**src/rtl/hall_tach_if.sv**
```systemverilog
`default_nettype none
// ============================================================================
// Module   : hall_tach_if
// Purpose  : Control and result bundle between the hall tachometer and its user.
// Revision : 1.0
// ============================================================================
interface hall_tach_if #(
    parameter int CNT_W = 16
);
    logic             sa_in;
    logic             enable;
    logic             clear;
    logic [CNT_W-1:0] count_out;
    logic             count_valid;
    logic             edge_pulse;
    logic             overflow;

    modport master (
        output sa_in,
        output enable,
        output clear,
        input  count_out,
        input  count_valid,
        input  edge_pulse,
        input  overflow
    );

    modport slave (
        input  sa_in,
        input  enable,
        input  clear,
        output count_out,
        output count_valid,
        output edge_pulse,
        output overflow
    );
endinterface
`default_nettype wire

```
**src/rtl/hall_tach.sv**
```systemverilog
`default_nettype none
// ============================================================================
// Module   : hall_tach
// Purpose  : Hall sensor tachometer: synchronise, glitch-filter, count rising
//            edges per fixed window. Optional macro HALL_AVG_EN averages the
//            last four window counts.
// Revision : 1.0
// ============================================================================
module hall_tach #(
    parameter int WINDOW_CYCLES = 10_000_000,
    parameter int FILT_LEN      = 4,
    parameter int CNT_W         = 16
) (
    input  wire logic   clk,
    input  wire logic   resetn,
    hall_tach_if.slave  bus
);
    localparam int                c_ww        = $clog2(WINDOW_CYCLES);
    localparam int                c_fw        = $clog2(FILT_LEN + 1);
    localparam logic [c_ww-1:0]   c_win_last  = c_ww'(WINDOW_CYCLES - 1);
    localparam logic [c_fw-1:0]   c_filt_last = c_fw'(FILT_LEN - 1);
    localparam logic [CNT_W-1:0]  c_cnt_max   = {CNT_W{1'b1}};

    logic             r_s1;
    logic             r_s2;
    logic             r_filt;
    logic             r_filt_d;
    logic [c_fw-1:0]  r_filt_cnt;
    logic             r_edge_pulse;

    logic [c_ww-1:0]  r_wcnt;
    logic [CNT_W-1:0] r_ecnt;
    logic             r_ovf_w;

    logic [CNT_W-1:0] r_count_out;
    logic             r_count_valid;
    logic             r_overflow;

    logic             w_inc;
    logic             w_sat;
    logic             w_term;
    logic [CNT_W-1:0] w_cnt_final;
    logic             w_ovf_final;
    logic [CNT_W-1:0] w_out_cnt;
    logic             w_out_ovf;

    // Filter and synchroniser run independently of enable/clear.
    always_ff @(posedge clk) begin
        if (!resetn) begin
            r_s1         <= 1'b0;
            r_s2         <= 1'b0;
            r_filt       <= 1'b0;
            r_filt_d     <= 1'b0;
            r_filt_cnt   <= '0;
            r_edge_pulse <= 1'b0;
        end else begin
            r_s1         <= bus.sa_in;
            r_s2         <= r_s1;
            r_filt_d     <= r_filt;
            r_edge_pulse <= r_filt & ~r_filt_d;
            if (r_s2 != r_filt) begin
                if (r_filt_cnt == c_filt_last) begin
                    r_filt     <= r_s2;
                    r_filt_cnt <= '0;
                end else begin
                    r_filt_cnt <= r_filt_cnt + c_fw'(1);
                end
            end else begin
                r_filt_cnt <= '0;
            end
        end
    end

    always_comb begin
        w_inc       = r_edge_pulse & bus.enable & ~bus.clear;
        w_sat       = (r_ecnt == c_cnt_max);
        w_term      = bus.enable & ~bus.clear & (r_wcnt == c_win_last);
        w_cnt_final = (w_inc && !w_sat) ? r_ecnt + CNT_W'(1) : r_ecnt;
        w_ovf_final = r_ovf_w | (w_inc & w_sat);
    end

    always_ff @(posedge clk) begin
        if (!resetn) begin
            r_wcnt  <= '0;
            r_ecnt  <= '0;
            r_ovf_w <= 1'b0;
        end else if (bus.clear || !bus.enable || w_term) begin
            r_wcnt  <= '0;
            r_ecnt  <= '0;
            r_ovf_w <= 1'b0;
        end else begin
            r_wcnt  <= r_wcnt + c_ww'(1);
            r_ecnt  <= w_cnt_final;
            r_ovf_w <= w_ovf_final;
        end
    end

`ifdef HALL_AVG_EN
    // Three previous window results; the closing window supplies the fourth term.
    logic [CNT_W-1:0] r_hist_0;
    logic [CNT_W-1:0] r_hist_1;
    logic [CNT_W-1:0] r_hist_2;
    logic [2:0]       r_hist_ovf;
    logic [CNT_W+1:0] w_sum;

    always_comb begin
        w_sum     = {2'b00, w_cnt_final} + {2'b00, r_hist_0}
                  + {2'b00, r_hist_1}    + {2'b00, r_hist_2};
        w_out_cnt = CNT_W'(w_sum >> 2);
        w_out_ovf = w_ovf_final | (|r_hist_ovf);
    end

    always_ff @(posedge clk) begin
        if (!resetn) begin
            r_hist_0   <= '0;
            r_hist_1   <= '0;
            r_hist_2   <= '0;
            r_hist_ovf <= '0;
        end else if (w_term) begin
            r_hist_0   <= w_cnt_final;
            r_hist_1   <= r_hist_0;
            r_hist_2   <= r_hist_1;
            r_hist_ovf <= {r_hist_ovf[1:0], w_ovf_final};
        end
    end
`else
    always_comb begin
        w_out_cnt = w_cnt_final;
        w_out_ovf = w_ovf_final;
    end
`endif

    always_ff @(posedge clk) begin
        if (!resetn) begin
            r_count_out   <= '0;
            r_count_valid <= 1'b0;
            r_overflow    <= 1'b0;
        end else begin
            r_count_valid <= w_term;
            if (w_term) begin
                r_count_out <= w_out_cnt;
                r_overflow  <= w_out_ovf;
            end
        end
    end

    assign bus.count_out   = r_count_out;
    assign bus.count_valid = r_count_valid;
    assign bus.edge_pulse  = r_edge_pulse;
    assign bus.overflow    = r_overflow;

endmodule
`default_nettype wire
```
**src/flat_wrapper.sv**
```systemverilog
// flat-port wrapper written by rule: the top's interface ports become plain ports
module hall_tach_flat 
#(
    parameter int WINDOW_CYCLES = 10_000_000,
    parameter int FILT_LEN      = 4,
    parameter int CNT_W         = 16
)
  (clk, resetn, bus_sa_in, bus_enable, bus_clear, bus_count_out, bus_count_valid, bus_edge_pulse, bus_overflow);
  hall_tach_if #(.CNT_W(CNT_W)) bus_i ();
  input  wire logic clk;
  input  wire logic resetn;
  input wire logic [$bits(bus_i.sa_in)-1:0] bus_sa_in;
  input wire logic [$bits(bus_i.enable)-1:0] bus_enable;
  input wire logic [$bits(bus_i.clear)-1:0] bus_clear;
  output wire logic [$bits(bus_i.count_out)-1:0] bus_count_out;
  output wire logic [$bits(bus_i.count_valid)-1:0] bus_count_valid;
  output wire logic [$bits(bus_i.edge_pulse)-1:0] bus_edge_pulse;
  output wire logic [$bits(bus_i.overflow)-1:0] bus_overflow;
  assign bus_i.sa_in = bus_sa_in;
  assign bus_i.enable = bus_enable;
  assign bus_i.clear = bus_clear;
  assign bus_count_out = bus_i.count_out;
  assign bus_count_valid = bus_i.count_valid;
  assign bus_edge_pulse = bus_i.edge_pulse;
  assign bus_overflow = bus_i.overflow;
  hall_tach #(.WINDOW_CYCLES(WINDOW_CYCLES), .FILT_LEN(FILT_LEN), .CNT_W(CNT_W)) u_core (.clk(clk), .resetn(resetn), .bus(bus_i));
endmodule
```
**config.mk**
```make
export PLATFORM = sky130hd
export DESIGN_NAME = hall_tach_flat
export DESIGN_NICKNAME = d
export VERILOG_FILES = /design/src/rtl/hall_tach_if.sv /design/src/rtl/hall_tach.sv /design/src/flat_wrapper.sv
export SDC_FILE = /design/constraint.sdc
export NUM_CORES = 1
export LEC_CHECK = 0
export BUFFER_PORTS_ARGS = -buffer_cell sky130_fd_sc_hd__buf_2
export CORE_ASPECT_RATIO = 0.6
export CORE_MARGIN = 8
export CORE_UTILIZATION = 40
export DETAILED_ROUTE_END_ITERATION = 6
export PLACE_DENSITY = 0.55
export REMOVE_ABC_BUFFERS = 1
export SLEW_MARGIN = 0
export SYNTH_ARGS = -nofsm -noshare
export SYNTH_HDL_FRONTEND = slang
export SYNTH_SLANG_ARGS = --single-unit
export TNS_END_PERCENT = 30
```
**constraint.sdc**
```tcl
create_clock -name clk -period 1.8 [get_ports clk]
set_input_delay 0.36 -clock clk [delete_from_list [all_inputs] [get_ports clk]]
set_output_delay 0.36 -clock clk [all_outputs]
set_load 0.005 [all_outputs]
```
After elaboration in Yosys (flattened, before gate mapping)
Index checks and enable logic that the tools add are counted.

Muxes and demuxes: 1. Equal/unequal tests: 4. Add/sub/neg operators: 3. Reduce and logical (&&, ||, !) cells: 8. Bitwise gates (word level): 11.

Operator list (number): adder 24 x 1 -> 24 bit, second input constant (1); == test 24 bit, second input constant (1); adder 16 x 1 -> 16 bit, second input constant (1); == test 16 bit, second input constant (1); two-way mux 16 bit (1); AND 1 bit (6); inverter 1 bit (4); adder 3 x 1 -> 3 bit, second input constant (1); == test 3 x 2 -> 1 bit, second input constant (1); OR reduction 3 bit (1); logical NOT 1 bit (2); logical OR 1 bit (2); AND reduction 2 bit (1); OR reduction 2 bit (1); logical AND 1 bit (1); inequality test 1 bit (1); bitwise OR 1 bit (1).

Register bits after elaboration: 67. Bits of input ports: 5. Logic and storage cells: 39. Output and inout port bits: 19.

Depth between registers and ports, before layout
Gate-level depths: netlist of the first run.

Depth in word-level cells: 5. Mapped depth: 8. Mapped depth without buffers: 6.

Worst setup path before layout of the first run
Ideal clock, no wire load.

Path kind: register -> register. Start: register u_core.r_wcnt[0]. End: register u_core.r_wcnt[5]. Data arrival time: 1642 ps. Required time: 1685 ps. Clock period less this slack: 1757 ps. Cell stages (with the launch flop): 9. Slack: 43 ps. Setup time: 115 ps. Path buffers: 2. Path through: dfxtp_1 ha_1 nand4_2 nor3_2 nand2b_1 nand3_1 buf_2 buf_4 nor2_1.

Word-level cells in the longest chain between the ends: 4. Elaborated cells on any way between the ends: 5. Those cells by class: 1 x add/sub; 1 x eq/ne; 1 x bitwise; 2 x reduce/logical.

Ends and longest elaborated chain: from (decl) (line hall_tach.sv:31) `logic [c_ww-1:0] r_wcnt;`; from (signal assigned) (line hall_tach.sv:92) `r_wcnt <= r_wcnt + c_ww'(1);`; parallel branches: the longest is 4 deep, another holds adder 24 x 1 -> 24 bit.

Parallel ways; which one is timed is not known. A chain may end at the register's enable or synchronous reset.

Worst setup path in the final report of the first run
Start: register u_core.r_wcnt[18]. End: register u_core.r_count_out[2] (netlist: u_core.bus.count_out[2]).

Word-level cells in the longest chain between the ends: 2.

Ends and longest elaborated chain: == test 24 bit (line hall_tach.sv:77) `w_term = bus.enable & ~bus.clear & (r_wcnt == c_win_last);`; AND 1 bit (line hall_tach.sv:77); to (signal assigned) (line hall_tach.sv:141) `r_count_out <= w_out_cnt;`; to (decl) (line hall_tach.sv:35) `logic [CNT_W-1:0] r_count_out;`.

Every way passes these cells.

==> metrics.md, run 1 <==
| Metric | Value |
|---|---|
| Layout cells sized above 1 | around a third |
| I/O pin cnt | 24 |
| Maximum operating frequency | 552 MHz |
| Relative slew slack | 77.5% |
| DR vias/cell | 5.16 |
| GRT Total Usage | 15.2% |
| Vias | between 2k and 3k |
| Req. time, crit path | 2010 ps |
| Antenna Nets Post-Route | 0 |
| Mapped Cells | ~320 |
| Clock Path Buffers | 2 |
| Synth top area cells | dfxtp_1 (46%), nor2_1 (7.6%), xor2_1 (5.4%), nand2_1 (3.5%), xnor2_1 (3.0%) |
| Pin count of the biggest net entering global routing | 25 |
| Cell taking the most area after synthesis | dfxtp_1 |
| Slew @ Worst Pin | roughly 330 ps |
| Pleak | 1.50 nW |
| H-tree depth | 3 |
| M1 GR Usage | 21.5% |
| Synth top cells by count | dfxtp_1 (67), nor2_1 (59), nand2_1 (27) |
| Syn avg cell area | 9.04 um2 |
| Crit path DAT | 2020 ps |
| DP Wirelength | 5450 um |
| Area fraction of the dominant cell type after synthesis | 46.2% |
| Initial detailed-routing violation count | 208 |
| Post-route setup slack | -11.5 ps |
| Setup tns final | -11.5 ps |
| Initial antenna violation count | 0 |
| Total CTS buffers | 9 |
| RSZ-0062 raised after global routing | true |
| CP Capture Type | register |
| Port Buffers | 23 |
| Avg WL per Cell | approximately 15 um |
| Die ar. | roughly 10,000 um2 |
| Drt drc | 0 |
| Mapped cell area | 2900 um2 |
| Row Count | 24 |
| Multi-input logic area | 1550 um2 |
| Minimum clock period | 1810 ps |
| # hold bufs at CTS | 0 |
| Post-synthesis async set-or-reset flop share | 0% |
| Gpl congestion | 0.856 |
| ANT cells | 0 |
| Distinct cells, synth | 48 |
| Vias in the first global route | 2,429 |
| Startpoint types | register |
| Failing checks | setup timing |
| CTS tree | done |
| Seq cells post-synth | 67 |
| Busiest grt layer | met1 |
| Critical path peak fanout | 9 |
| Worst VDD drop | a little over 600 uV |
| Pre-CTS WS | -56.3 ps |
| FF+latch area | 1350 um2 |
| Area growth from synthesis to layout | 34.3% |
| Worst hold-check path type | input pin to register |
| Max Slew Vio Count | 0 |
| Dominant synthesized flop cell | dfxtp_1 |
| TritonRoute pass-1 iters | 4 |
| Total grt overflow | 0 |
| Warnings from Yosys | 0 |
| # setup viols final | 1 |
| Clk_skew | roughly 7.7 ps |
| Sink Count | between 60 and 70 |
| Fin nets | between 400 and 500 |
| Core Area | 7150 um2 |
| GR Util met2 | 20.4% |
| Starting Density | about 40% |
| EDFF count, synth | 0 |
| Fillers | 665 |
| Clk slew on worst S/H paths | 60 ps |
| Final period util | 101% |
| First-pass GRT wire length | about 12,000 um |
| Worst skew pair latency | approximately 330 ps |
| Die height | 82.0 um |
| Routed wire length | 7600 um |
| Critical path class | register to register |
| Status | finished, violations left |
| GRT met3 Usage | 5.83% |
| Power Dens Cells | between 800 and 900 nW/um2 |
| Final count of hold timing violations | 0 |
| Root Driver | clkbuf_16 |
| Max-cap violations | 0 |
| Most frequent cell after synthesis | dfxtp_1 |
| Register area share after synthesis | 46.2% |
| Die Wd | roughly 130 um |
registers in the layout (all words and copies together) (netlist names):
signal and count:
u_core.r_s2 1, u_core.r_ecnt 16, u_core.bus.count_valid 1, u_core.bus.overflow 1
u_core.r_filt_cnt 3, u_core.r_filt_d 1, u_core.r_ovf_w 1, u_core.r_wcnt 24
u_core.bus.count_out 16, u_core.bus.edge_pulse 1, u_core.r_s1 1, u_core.r_filt 1
metrics by stage:
| step | std cells | utilization [%] | power (W) | instance area [um2] | hold WS, ps |
|---|---|---|---|---|---|
| 6_report | 496 | 54.6 | 0.00327 | 3900 | 238 |
| 5_1_grt | 496 | 54.6 | 0.00338 | 3900 | 249 |
| 4_1_cts | 494 | 53.2 | 0.00331 | 3800 | 229 |
| 3_5_place_dp | 476 | 48.6 | 0.00157 | 3470 | 381 |
| 3_3_place_gp | 476 | 48.6 | 0.00157 | 3470 | 373 |
| 2_1_floorplan | 312 | - | 0.00154 | 2840 | 367 |
where the power goes:
part           internal, W  switching, W
Combinational    0.0000147     0.0000309
Sequential         0.00149    0.00000230
Clock              0.00110      0.000630
routing by layer:
layer,vias to the layer above,wire length [um]
li1,1294,-
met1,1216,4130
met2,48,2950
met3,2,490
met4,0,34
met5,-,0
cell usage in the layout, fill, tap and decap left out, types with 4 or more instances in the layout:
cell,count
dfxtp_1,64
nor2_1,58
nor4_2,4
nand3_1,13
a21oi_1,7
clkbuf_16,10
inv_1,8
mux2i_1,5
nor4_1,4
and3_1,4
buf_2,23
o21ai_1,5
nand2_1,26
o22ai_2,5
and2_1,4
nand4_1,13
buf_4,51
xor2_1,17
xnor2_1,9
o21ai_0,6
a31oi_1,4
timing repair:
action                     4_1_cts  5_1_grt
setup endpoints to repair        9       41
pin swaps                        1        5
setup buffers                    2        1
gates cloned                     0        1
resized for setup                5       21
worst paths after layout:
check | end | start | depth (start not counted) | slack, ps
min reg2reg | u_core.bus.edge_pulse | u_core.r_filt_d | 1 | 380
min | u_core.r_s1 | bus_sa_in | 2 | 240
max | u_core.bus.count_out[2] | u_core.r_wcnt[18] | 6 | -10
max reg2reg | u_core.bus.count_out[2] | u_core.r_wcnt[18] | 6 | -10
logic make-up (layout without fill, tap and decap cells):
logic type,Yosys count,in the layout,share of synthesized area [%]
simple gates,160,160,28.8
flops,67,67,46.2
compound gates,39,39,9.65
xor+xnor,28,28,8.45
buf+inv,17,101,3.15
mux,6,6,2.07
fa+ha+maj,4,4,1.72
worst max-delay path, cell delays in order (launching register included):
cell and delay (ps):
dfxtp_2 320, or4b_1 530, nor4_2 180, and4_4 300
buf_12 140, mux2i_1 180, nor2_1 50
layout make-up:
class / instances / share of cell area, %
Tap cell: 91 / 2.92
Sequential cell: 67 / 34.5
Timing Repair Buffer: 77 / 14.4
Inverter: 8 / 0.770
Clock buffer: 11 / 6.23
Multi-Input combinational cell: 237 / 39.8
Clock inverter: 5 / 1.35
Power figures use the tool's default switching activity.
==> inputs of run 2 (changes only) <==
CORE_MARGIN = 4   (was 8)
==> run 2 against run 1 <==
Sequential power barely moved. The flow now finishes without violations. Non-clock buffer count decreased by 14. Cell area fell by 4.1%.
==> metrics.md, run 2 (synthesis gave the netlist of run 1 again) <==
| Metric | Value |
|---|---|
| Slew @ Worst Pin | 372 ps (+37.8 ps) |
| Clk_skew | 5.74 ps (-1.94 ps) |
| # hold bufs at CTS | 0 (unchanged) |
| Status | completed |
| DR vias/cell | 5.25 (+1.7%) |
| Critical path depth | 6 (unchanged) |
| Slack of the worst reg-to-reg path | 10 ps (+20 ps) |
| Pleak | 1.42 nW (-5.0%) |
| H-tree depth | 3 (unchanged) |
| Gpl congestion | 0.864 (+0.94%) |
| Die ar. | 8730 um2 (-15%) |
| R2R depth | 6 (unchanged) |
| Core Area | 6850 um2 (-4.2%) |
| CP top delay family | simple AND/OR/NAND/NOR gates |
| Worst skew pair latency | 330 ps (about the same) |
| Avg WL per Cell | 15.0 um (-2.1%) |
| ANT cells | 0 (unchanged) |
| Layout cells sized above 1 | 28.1% (-3.5 points) |
| Finished Layout Cells | 478 (-3.6%) |
| Initial antenna violation count | 0 (unchanged) |
| Port Buffers | 23 (unchanged) |
| Initial detailed-routing violation count | 208 (unchanged) |
| Crit path DAT | 2000 ps (-20 ps) |
| Startpoint types | register |
| Met3 Wirelength | 495 um (+1.0%) |
| Top Layer Used | met4 |
| Pin count of the biggest net entering global routing | 28 (+12%) |
| Placed insts | 461 (-3.2%) |
| Commonest non-fill, non-tap cells in the layout | dfxtp_1 (63), nor2_1 (59), buf_4 (38) |
| Max reg flops | 24 (unchanged) |
| Sink Count | 67 (unchanged) |
| Critical path peak fanout | 17 (+8) |
| M1 wire length | 3930 um (-4.8%) |
| Worst VDD drop | 704 uV (+15%) |
| Total CTS buffers | 9 (unchanged) |
| Max-cap violations | 0 (unchanged) |
| TritonRoute pass-1 iters | 4 (unchanged) |
| I/O pin cnt | 24 (unchanged) |
| Slowest CP cell | or4b_1 |
| Row Count | 23 (-4.2%) |
| Final period util | 99.4% (-1.2 points) |
| Commonest non-fill, non-tap cell in the layout | dfxtp_1 |
| Total grt overflow | 0 (unchanged) |
| # setup viols final | 0 (-1) |
| CP Buf/Inv Count | 1 (unchanged) |
| Fillers | 644 (-3.2%) |
| Fin nets | 395 (-3.4%) |
| Clk slew on worst S/H paths | 60 ps (about the same) |
| Req. time, crit path | 2010 ps (about the same) |
| Vias | 2,509 (-2.0%) |
| Antenna Nets Post-Route | 0 (unchanged) |
| Most flops, register | u_core.r_wcnt |
| Drt drc | 0 (unchanged) |
| Routed wire length | 7170 um (-5.7%) |
| Die height | 74.0 um (-9.8%) |
| Final count of hold timing violations | 0 (unchanged) |
| DP Wirelength | 5090 um (-6.6%) |
| Max Slew Vio Count | 0 (unchanged) |
| Crit path capture | u_core.bus.count_out[2] |
| Met2 wire length | 2600 um (-12%) |
| Maximum operating frequency | 559 MHz (+1.2%) |
| Vias in the first global route | 2,298 (-5.4%) |
| GRT Total Usage | 17.2% (+2.0 points) |
| Die Wd | 118 um (-6.4%) |
| CP Capture Type | register |
| Hold_ws | 240 ps (+2.12 ps) |
| Minimum clock period | 1790 ps (-21.7 ps) |
| CP max stage delay | 530 ps (about the same) |
| RSZ-0062 raised after global routing | true |
| First-pass GRT wire length | 11,600 um (-5.2%) |
| Area growth from synthesis to layout | 28.7% |
| Power Dens Cells | 825 nW/um2 (-1.6%) |
| Starting Density | 42.4% (+1.8 points) |
| Critical path class | register to register |
| Clock Path Buffers | 2 (unchanged) |
| Worst hold-check path type | input pin to register |
| RR Endpoint | u_core.bus.count_out[2] |
| Root Driver | clkbuf_16 |
| Worst flop-to-flop path startpoint | u_core.r_wcnt[8] |
| CP Launch Point | u_core.r_wcnt[8] |
| CP cell instances | or4b_1, nor4_2, and4_1, buf_12, mux2i_1, nor2_1 |
| CTS tree | done |
| Relative slew slack | 74.9% (-2.6 points) |
## run 2: worst min-delay path by stage
stage	cells after the start	from	to
2_1_floorplan	1	u_core.r_filt_d	u_core.bus.edge_pulse
3_3_place_gp	1	u_core.r_filt_d	u_core.bus.edge_pulse
3_5_place_dp	1	u_core.r_filt_d	u_core.bus.edge_pulse
4_1_cts	2	bus_sa_in	u_core.r_s1
5_1_grt	2	bus_sa_in	u_core.r_s1
6_report	2	bus_sa_in	u_core.r_s1
## run 2: metrics by stage
step	instance area (um2)	worst slack (ps)	power, W	util, %	setup TNS [ps]
4_1_cts	3660	-1.15	0.00313	53.5	-1.15
3_5_place_dp	3380	-16.1	0.00157	49.4	-26.5
3_3_place_gp	3380	15.9	0.00157	49.4	0
5_1_grt	3740	-67.7	0.00319	54.6	-294
2_1_floorplan	2840	-271	0.00154	-	-12010
6_report	3740	10.2	0.00308	54.6	0
## run 2: cell type report
type | instances | area [um2] | area share [%]
well taps | 87 | 109 | 2.91
flip-flops and latches | 67 | 1350 | 36.0
inverters | 8 | 30.0 | 0.803
clock buffers | 11 | 233 | 6.23
clock inverters | 5 | 30.0 | 0.803
repair buffers | 63 | 440 | 11.8
multi-input cells | 237 | 1550 | 41.4
## run 2: repair_timing
action,4_1_cts,5_1_grt
endpoints found under the setup margin,7,55
pin swaps,2,7
buffers inserted,0,1
gates resized for setup,4,17
## run 2: layer usage
metal | up-vias | GRT usage (%)
met3 | 17 | 5.40
li1 | 1253 | -
met1 | 1158 | 25.8
met4 | 0 | 8.31
met2 | 81 | 21.8
met5 | - | 0
## run 2: worst register-to-register path, stage by stage (launching register included)
cell and delay [ps]:
dfxtp_2 330, or4b_1 530, nor4_2 130, and4_1 270, buf_12 170, mux2i_1 190, nor2_1 60
## run 2: report_power, final
| group | internal, W | switching [W] | total [W] |
|---|---|---|---|
| Clock | 0.000923 | 0.000624 | 0.00155 |
| Combinational | 0.0000147 | 0.0000305 | 0.0000452 |
| Sequential | 0.00149 | 0.00000218 | 0.00149 |
